===== config.mk =====
export PLATFORM = sky130hd
export DESIGN_NAME = axi_sram_slave
export DESIGN_NICKNAME = d
export VERILOG_FILES = /design/src/rtl/axi_sram_slave.sv
export SDC_FILE = /design/constraint.sdc
export NUM_CORES = 1
export LEC_CHECK = 0
export ABC_AREA = 1
export CAP_MARGIN = 20
export CORE_AREA = 2 2 117 119
export DETAILED_ROUTE_END_ITERATION = 10
export DIE_AREA = 0 0 119 121
export DONT_BUFFER_PORTS = 1
export PLACE_DENSITY = 0.49
export SETUP_SLACK_MARGIN = 0.05
export SLEW_MARGIN = 5
export SYNTH_ARGS = -nofsm -noshare
export SYNTH_HDL_FRONTEND = slang
export SYNTH_SLANG_ARGS = --single-unit
export TNS_END_PERCENT = 20

===== constraint.sdc =====
create_clock -name clk -period 6 [get_ports clk]
set_input_delay 0 -clock clk [delete_from_list [all_inputs] [get_ports clk]]
set_output_delay 0 -clock clk [all_outputs]
set_load 0.02 [all_outputs]

===== src/rtl/axi_sram_slave.sv =====
// axi_sram_slave
// AXI3 slave that turns one read or write burst at a time into accesses on a
// single-port synchronous SRAM. Reads and writes that are pending together
// are granted in round-robin order.
//
// Ports
//   clk, resetn                  clock (rising edge), async active-low reset
//   ar* / arvalid / arready      read address channel (lock/cache/prot unused)
//   rid/rdata/rresp/rlast/rvalid read data channel, rready from master
//   aw* / awvalid / awready      write address channel (lock/cache/prot unused)
//   wid/wdata/wstrb/wlast/wvalid write data channel (wid unused), wready out
//   bid/bresp/bvalid, bready     write response channel
//   sram_en/we/addr/wdata        SRAM request (we == 0 means read)
//   sram_rdata                   SRAM read data, valid the cycle after a read
//                                and held until the next access
module axi_sram_slave #(
  parameter int SRAM_AW = 16
) (
  input  logic               clk,
  input  logic               resetn,
  // read address
  input  logic [3:0]         arid,
  input  logic [31:0]        araddr,
  input  logic [7:0]         arlen,
  input  logic [2:0]         arsize,
  input  logic [1:0]         arburst,
  input  logic [1:0]         arlock,
  input  logic [3:0]         arcache,
  input  logic [2:0]         arprot,
  input  logic               arvalid,
  output logic               arready,
  // read data
  output logic [3:0]         rid,
  output logic [31:0]        rdata,
  output logic [1:0]         rresp,
  output logic               rlast,
  output logic               rvalid,
  input  logic               rready,
  // write address
  input  logic [3:0]         awid,
  input  logic [31:0]        awaddr,
  input  logic [7:0]         awlen,
  input  logic [2:0]         awsize,
  input  logic [1:0]         awburst,
  input  logic [1:0]         awlock,
  input  logic [3:0]         awcache,
  input  logic [2:0]         awprot,
  input  logic               awvalid,
  output logic               awready,
  // write data
  input  logic [3:0]         wid,
  input  logic [31:0]        wdata,
  input  logic [3:0]         wstrb,
  input  logic               wlast,
  input  logic               wvalid,
  output logic               wready,
  // write response
  output logic [3:0]         bid,
  output logic [1:0]         bresp,
  output logic               bvalid,
  input  logic               bready,
  // SRAM
  output logic               sram_en,
  output logic [3:0]         sram_we,
  output logic [SRAM_AW-1:0] sram_addr,
  output logic [31:0]        sram_wdata,
  input  logic [31:0]        sram_rdata
);

  typedef enum logic [1:0] {IDLE, RD, WR, WR_RESP} state_e;

  state_e      state_q, state_d;
  logic        last_rd_q, last_rd_d;
  logic [3:0]  id_q, id_d;
  logic [31:0] addr_q, addr_d;
  logic [2:0]  size_q, size_d;
  logic [1:0]  burst_q, burst_d;
  logic [8:0]  beats_left_q, beats_left_d;
  logic        rvalid_q, rvalid_d;
  logic        rd_first_q, rd_first_d;
  logic        err_q, err_d;
  logic        active_q;

  logic [31:0] step;
  logic [31:0] next_addr;
  logic        rlast_w;
  logic        rd_issue;

  // Sideband fields that carry no meaning for a plain SRAM.
  logic unused_ok;
  assign unused_ok = ^{arlock, arcache, arprot, awlock, awcache, awprot, wid};

  // Beat address: low two bits select the byte lane and are dropped, bits
  // above the SRAM size are dropped so bursts wrap modulo the SRAM depth.
  assign sram_addr = addr_q[SRAM_AW+1:2];

  // The SRAM holds its output until the next access, so rdata stays stable
  // for as long as a beat is stalled.
  assign rdata   = sram_rdata;
  assign rid     = id_q;
  assign bid     = id_q;
  assign rresp   = 2'b00;
  assign rvalid  = rvalid_q;
  assign rlast_w = rvalid_q && (beats_left_q == 9'd1);
  assign rlast   = rlast_w;

  // Address step: 1 << min(size, 2); WRAP is treated as INCR, FIXED holds.
  always_comb begin
    step = 32'd4;
    case (size_q)
      3'd0:    step = 32'd1;
      3'd1:    step = 32'd2;
      default: step = 32'd4;
    endcase
    next_addr = (burst_q == 2'b00) ? addr_q : addr_q + step;
  end

  // Next-state and channel outputs. Arbitration is only live in IDLE and
  // only once the block has been out of reset for a cycle, so ready never
  // shows while resetn is low.
  always_comb begin
    state_d      = state_q;
    last_rd_d    = last_rd_q;
    id_d         = id_q;
    addr_d       = addr_q;
    size_d       = size_q;
    burst_d      = burst_q;
    beats_left_d = beats_left_q;
    rvalid_d     = rvalid_q;
    rd_first_d   = rd_first_q;
    err_d        = err_q;
    arready      = 1'b0;
    awready      = 1'b0;
    wready       = 1'b0;
    bvalid       = 1'b0;
    bresp        = 2'b00;
    sram_en      = 1'b0;
    sram_we      = 4'b0000;
    sram_wdata   = 32'd0;
    rd_issue     = 1'b0;

    case (state_q)
      IDLE: begin
        if (active_q) begin
          arready = arvalid && (!awvalid || !last_rd_q);
          awready = awvalid && (!arvalid || last_rd_q);
        end
        if (arready) begin
          id_d         = arid;
          addr_d       = araddr;
          size_d       = arsize;
          burst_d      = arburst;
          beats_left_d = {1'b0, arlen} + 9'd1;
          last_rd_d    = 1'b1;
          rd_first_d   = 1'b1;
          state_d      = RD;
        end else if (awready) begin
          id_d         = awid;
          addr_d       = awaddr;
          size_d       = awsize;
          burst_d      = awburst;
          beats_left_d = {1'b0, awlen} + 9'd1;
          last_rd_d    = 1'b0;
          err_d        = 1'b0;
          state_d      = WR;
        end
      end

      RD: begin
        // A new SRAM read is launched on entry and whenever a non-final beat
        // is taken, giving one beat per cycle with rready held high.
        rd_issue = rd_first_q || (rvalid_q && rready && !rlast_w);
        if (rvalid_q && rready) begin
          beats_left_d = beats_left_q - 9'd1;
          if (rlast_w) begin
            rvalid_d = 1'b0;
            state_d  = IDLE;
          end
        end
        if (rd_issue) begin
          sram_en    = 1'b1;
          addr_d     = next_addr;
          rd_first_d = 1'b0;
          rvalid_d   = 1'b1;
        end
      end

      WR: begin
        wready = 1'b1;
        if (wvalid) begin
          sram_en      = 1'b1;
          sram_we      = wstrb;
          sram_wdata   = wdata;
          addr_d       = next_addr;
          beats_left_d = beats_left_q - 9'd1;
          // The beat counter ends the burst; wlast is only cross-checked.
          if (wlast != (beats_left_q == 9'd1)) begin
            err_d = 1'b1;
          end
          if (beats_left_q == 9'd1) begin
            state_d = WR_RESP;
          end
        end
      end

      WR_RESP: begin
        bvalid = 1'b1;
        bresp  = err_q ? 2'b10 : 2'b00;
        if (bready) begin
          state_d = IDLE;
        end
      end

      default: state_d = IDLE;
    endcase
  end

  // State registers; reset drops any in-flight transaction.
  always_ff @(posedge clk or negedge resetn) begin
    if (!resetn) begin
      state_q      <= IDLE;
      last_rd_q    <= 1'b0;
      id_q         <= 4'd0;
      addr_q       <= 32'd0;
      size_q       <= 3'd0;
      burst_q      <= 2'b00;
      beats_left_q <= 9'd0;
      rvalid_q     <= 1'b0;
      rd_first_q   <= 1'b0;
      err_q        <= 1'b0;
      active_q     <= 1'b0;
    end else begin
      state_q      <= state_d;
      last_rd_q    <= last_rd_d;
      id_q         <= id_d;
      addr_q       <= addr_d;
      size_q       <= size_d;
      burst_q      <= burst_d;
      beats_left_q <= beats_left_d;
      rvalid_q     <= rvalid_d;
      rd_first_q   <= rd_first_d;
      err_q        <= err_d;
      active_q     <= 1'b1;
    end
  end

endmodule


==> impl_metrics.tcl <==
set metrics [dict create \
    status "complete, no violations" \
    async_flop_share 1.00 \
    utilization 0.327 \
    fin_setup_tns_ps 0 \
    synth_seq_area_share 0.260 \
    dp_cells 752 \
    min_to "rdata[13]" \
    avgSynthCellArea_sq_um 6.39 \
    cts.clk_slew.worst_paths_ps 70 \
    fin_skew_ps 9.28 \
    cts_sinks 43 \
    cts_buffers 5 \
    die_h_microns 121 \
    synthToLayoutAreaGrowth_pct 3.35 \
    synth.most_common_cell "nand2_1" \
    grt_pass1_wl_microns 18900 \
    std_cell_rows 42 \
    viasPerCell 4.73 \
    routed-via-count 3714 \
    synth_area_sq_um 4150 \
    setup_viol 0 \
    timing.rr.end "addr_q[0]$_DFFE_PN0P_" \
    wl_microns 11900 \
    ys.flop_type "dfrtp_1" \
    hpwl_microns 8930 \
    min_from "sram_rdata[13]" \
    ys_types 44 \
    period_needed_ps 2840 \
    io_buffers 0 \
    grt_pass1_vias 3658 \
    reg2regPathDepth 8 \
    ys_seq_elements 43 \
    final_layout_size_suffix_gt1_frac 0.0820 \
    avgRoutedWirePerCell_microns 15.1 \
    synth_area_leaders "dfrtp_1, nand2_1, buf_4" \
    htree_levels 2 \
    synth_edf_count 0 \
    synthCells 649 \
    wl_met1_microns 4820 \
    initialDrtViolationCount 119 \
    coreArea_sq_um 13100 \
    maxSlewViolCount 0 \
    rsz0062_at_grt "no" \
    antenna_found_initial 0 \
    die_width_microns 119 \
    clockRootBuffer "clkbuf_16" \
    timing.slew.headroom 0.332 \
    worstMarginPinSlew_ps 1000 \
    ctsResizeCount 0 \
    leakagePower_nw 2.14 \
    grt-ovfl-total 0 \
    layout.nets 817 \
    synthDominantCellAreaShare 0.260 \
    drc 0 \
    dieArea_sq_um 14400 \
    cts_tree "done" \
    path_class "flip-flop to flip-flop" \
    initial_core_util 0.317 \
    hold_class "input pin to output port" \
    worstPathArrival_ps 3020 \
    antenna_cells 0 \
    grt_usage 0.166 \
    r2r_slack_ps 3160 \
    clock_latency_ps 290 \
    crit_required_ps 6180 \
    reg2reg_from "state_q[0]$_DFFE_PN0P_" \
    routabilityCongestion 0.790 \
    fmaxAchievable_ghz 0.353 \
    synth_top_area_cell "dfrtp_1" \
    irDropWorstVdd_mv 0.210 \
    drtPass1Iterations 4 \
    cts.path.max_buffers 2 \
    crit_path_start_kind "flip-flop" \
    ant_nets 0 \
    drv_cap 0 \
    final_hold_viol_count 0 \
    cp_max_fo 32 \
    wl_met2_microns 5890 \
    cellPowerDensity_nw_per_um2 532 \
    ios 299 \
    end_kind "flip-flop" \
    wl_met3_microns 838 \
    min_path_cells 0 \
    ys.warnings.count 0 \
    top_layer_used "met4" \
    grt_start_max_net_pins 44 \
    synthTopCellsByCount "nand2_1, nor2_1, inv_1, buf_4, dfrtp_1" \
    finalCritPeriodShare 0.473 \
    final_cells 786 \
]
==> where the power goes <==
group | internal, mW | total (mW) | leakage, nW | switching, mW
Clock | 0.208 | 0.332 | 0.0868 | 0.125
Combinational | 0.438 | 1.26 | 1.55 | 0.827
Sequential | 0.434 | 0.683 | 0.507 | 0.249
==> logic make-up (layout without fill, tap and decap cells) <==
| logic type | Yosys count | after routing | share of synthesized area |
|---|---|---|---|
| xor+xnor | 1 | 1 | 0.00211 |
| simple gates | 311 | 311 | 0.318 |
| other cells | 2 | 4 | 0.00181 |
| flops | 43 | 43 | 0.260 |
| buf+inv | 174 | 133 | 0.226 |
| fa+ha+maj | 12 | 12 | 0.0380 |
| compound gates | 106 | 106 | 0.154 |
==> what timing repair did <==
action | CTS | global route
setup endpoints to repair | 0 | 0
hold buffers | 25 | 0
setup buffers | 0 | 0
endpoints found under the hold margin | 56 | 0
==> per-layer routing <==
| layer | track usage | vias to the layer above |
|---|---|---|
| met3 | 0.0428 | 25 |
| met1 | 0.187 | 1670 |
| met2 | 0.300 | 133 |
| li1 | - | 1886 |
| met4 | 0.0618 | 0 |
| met5 | 0 | - |
==> cells in the final DEF, fill, tap and decap left out, types with 2 or more instances in the layout <==
| master | instances |
|---|---|
| nand2_1 | 148 |
| nor2_1 | 96 |
| inv_1 | 94 |
| dfrtp_1 | 43 |
| o21ai_0 | 39 |
| nand3_1 | 29 |
| a21oi_1 | 24 |
| dlygate4sd3_1 | 24 |
| ha_1 | 11 |
| nor2_2 | 10 |
| o22ai_1 | 8 |
| a31oi_1 | 8 |
| nand2_2 | 7 |
| nand4_1 | 7 |
| o21ai_2 | 6 |
| o21ai_1 | 6 |
| clkbuf_16 | 5 |
| conb_1 | 4 |
| nand2_4 | 3 |
| nor3_1 | 3 |
| o21bai_1 | 3 |
| inv_4 | 2 |
| or2_2 | 2 |
| o211ai_1 | 2 |
| inv_2 | 2 |
| a21oi_2 | 2 |
| nand3b_1 | 2 |
| a22oi_1 | 2 |
| buf_16 | 2 |
==> flip-flops by register name, summed over array words and instances, names as in the netlist, 2 cells and up <==
register / flops
size_q: 3
beats_left_q: 9
burst_q: 2
state_q: 2
addr_q: 18
bid: 4
==> critical path: stages (launching register included) <==
cell           delay (ps)
dfrtp_1               400
inv_1                  90
ha_1                  290
buf_4                 240
inv_1                 770
nand3_1               160
dlygate4sd3_1         610
o211ai_2               70
nand2_1                60
==> worst max-delay path by stage <==
stage / from / endpoint / slack (ps) / cells after the start
finish: state_q[0]$_DFFE_PN0P_ / addr_q[0]$_DFFE_PN0P_ / 3160 / 8
global route: state_q[0]$_DFFE_PN0P_ / addr_q[0]$_DFFE_PN0P_ / 2960 / 8
CTS: state_q[0]$_DFFE_PN0P_ / addr_q[0]$_DFFE_PN0P_ / 3110 / 8
detailed placement: state_q[0]$_DFFE_PN0P_ / addr_q[9]$_DFFE_PN0P_ / 3460 / 9
global placement: state_q[0]$_DFFE_PN0P_ / addr_q[9]$_DFFE_PN0P_ / 3440 / 9
floorplan: size_q[1]$_DFFE_PN0P_ / addr_q[16]$_DFFE_PN0P_ / 3810 / 17
==> layout make-up <==
| class | instances | area (sq um) |
|---|---|---|
| fill | 1453 | 8800 |
| multi-input combinational | 434 | 2140 |
| sequential | 43 | 1080 |
| inverter | 98 | 373 |
| timing repair buffer | 27 | 303 |
| tap | 176 | 220 |
| clock buffer | 6 | 139 |
| clock inverter | 2 | 35.0 |
==> per-stage QoR <==
stage	instance area, sq um	hold slack [ps]	power (mW)	setup WS [ps]
after detailed placement	3810	-294	1.89	3460
after floorplan	4150	-296	1.79	3810
final	4280	0.00563	2.28	3160
after global routing	4280	0.0329	2.52	2960
after global placement	3810	-294	1.87	3440
after CTS	4260	0.137	2.30	3110
Power figures use the tool's default switching activity.
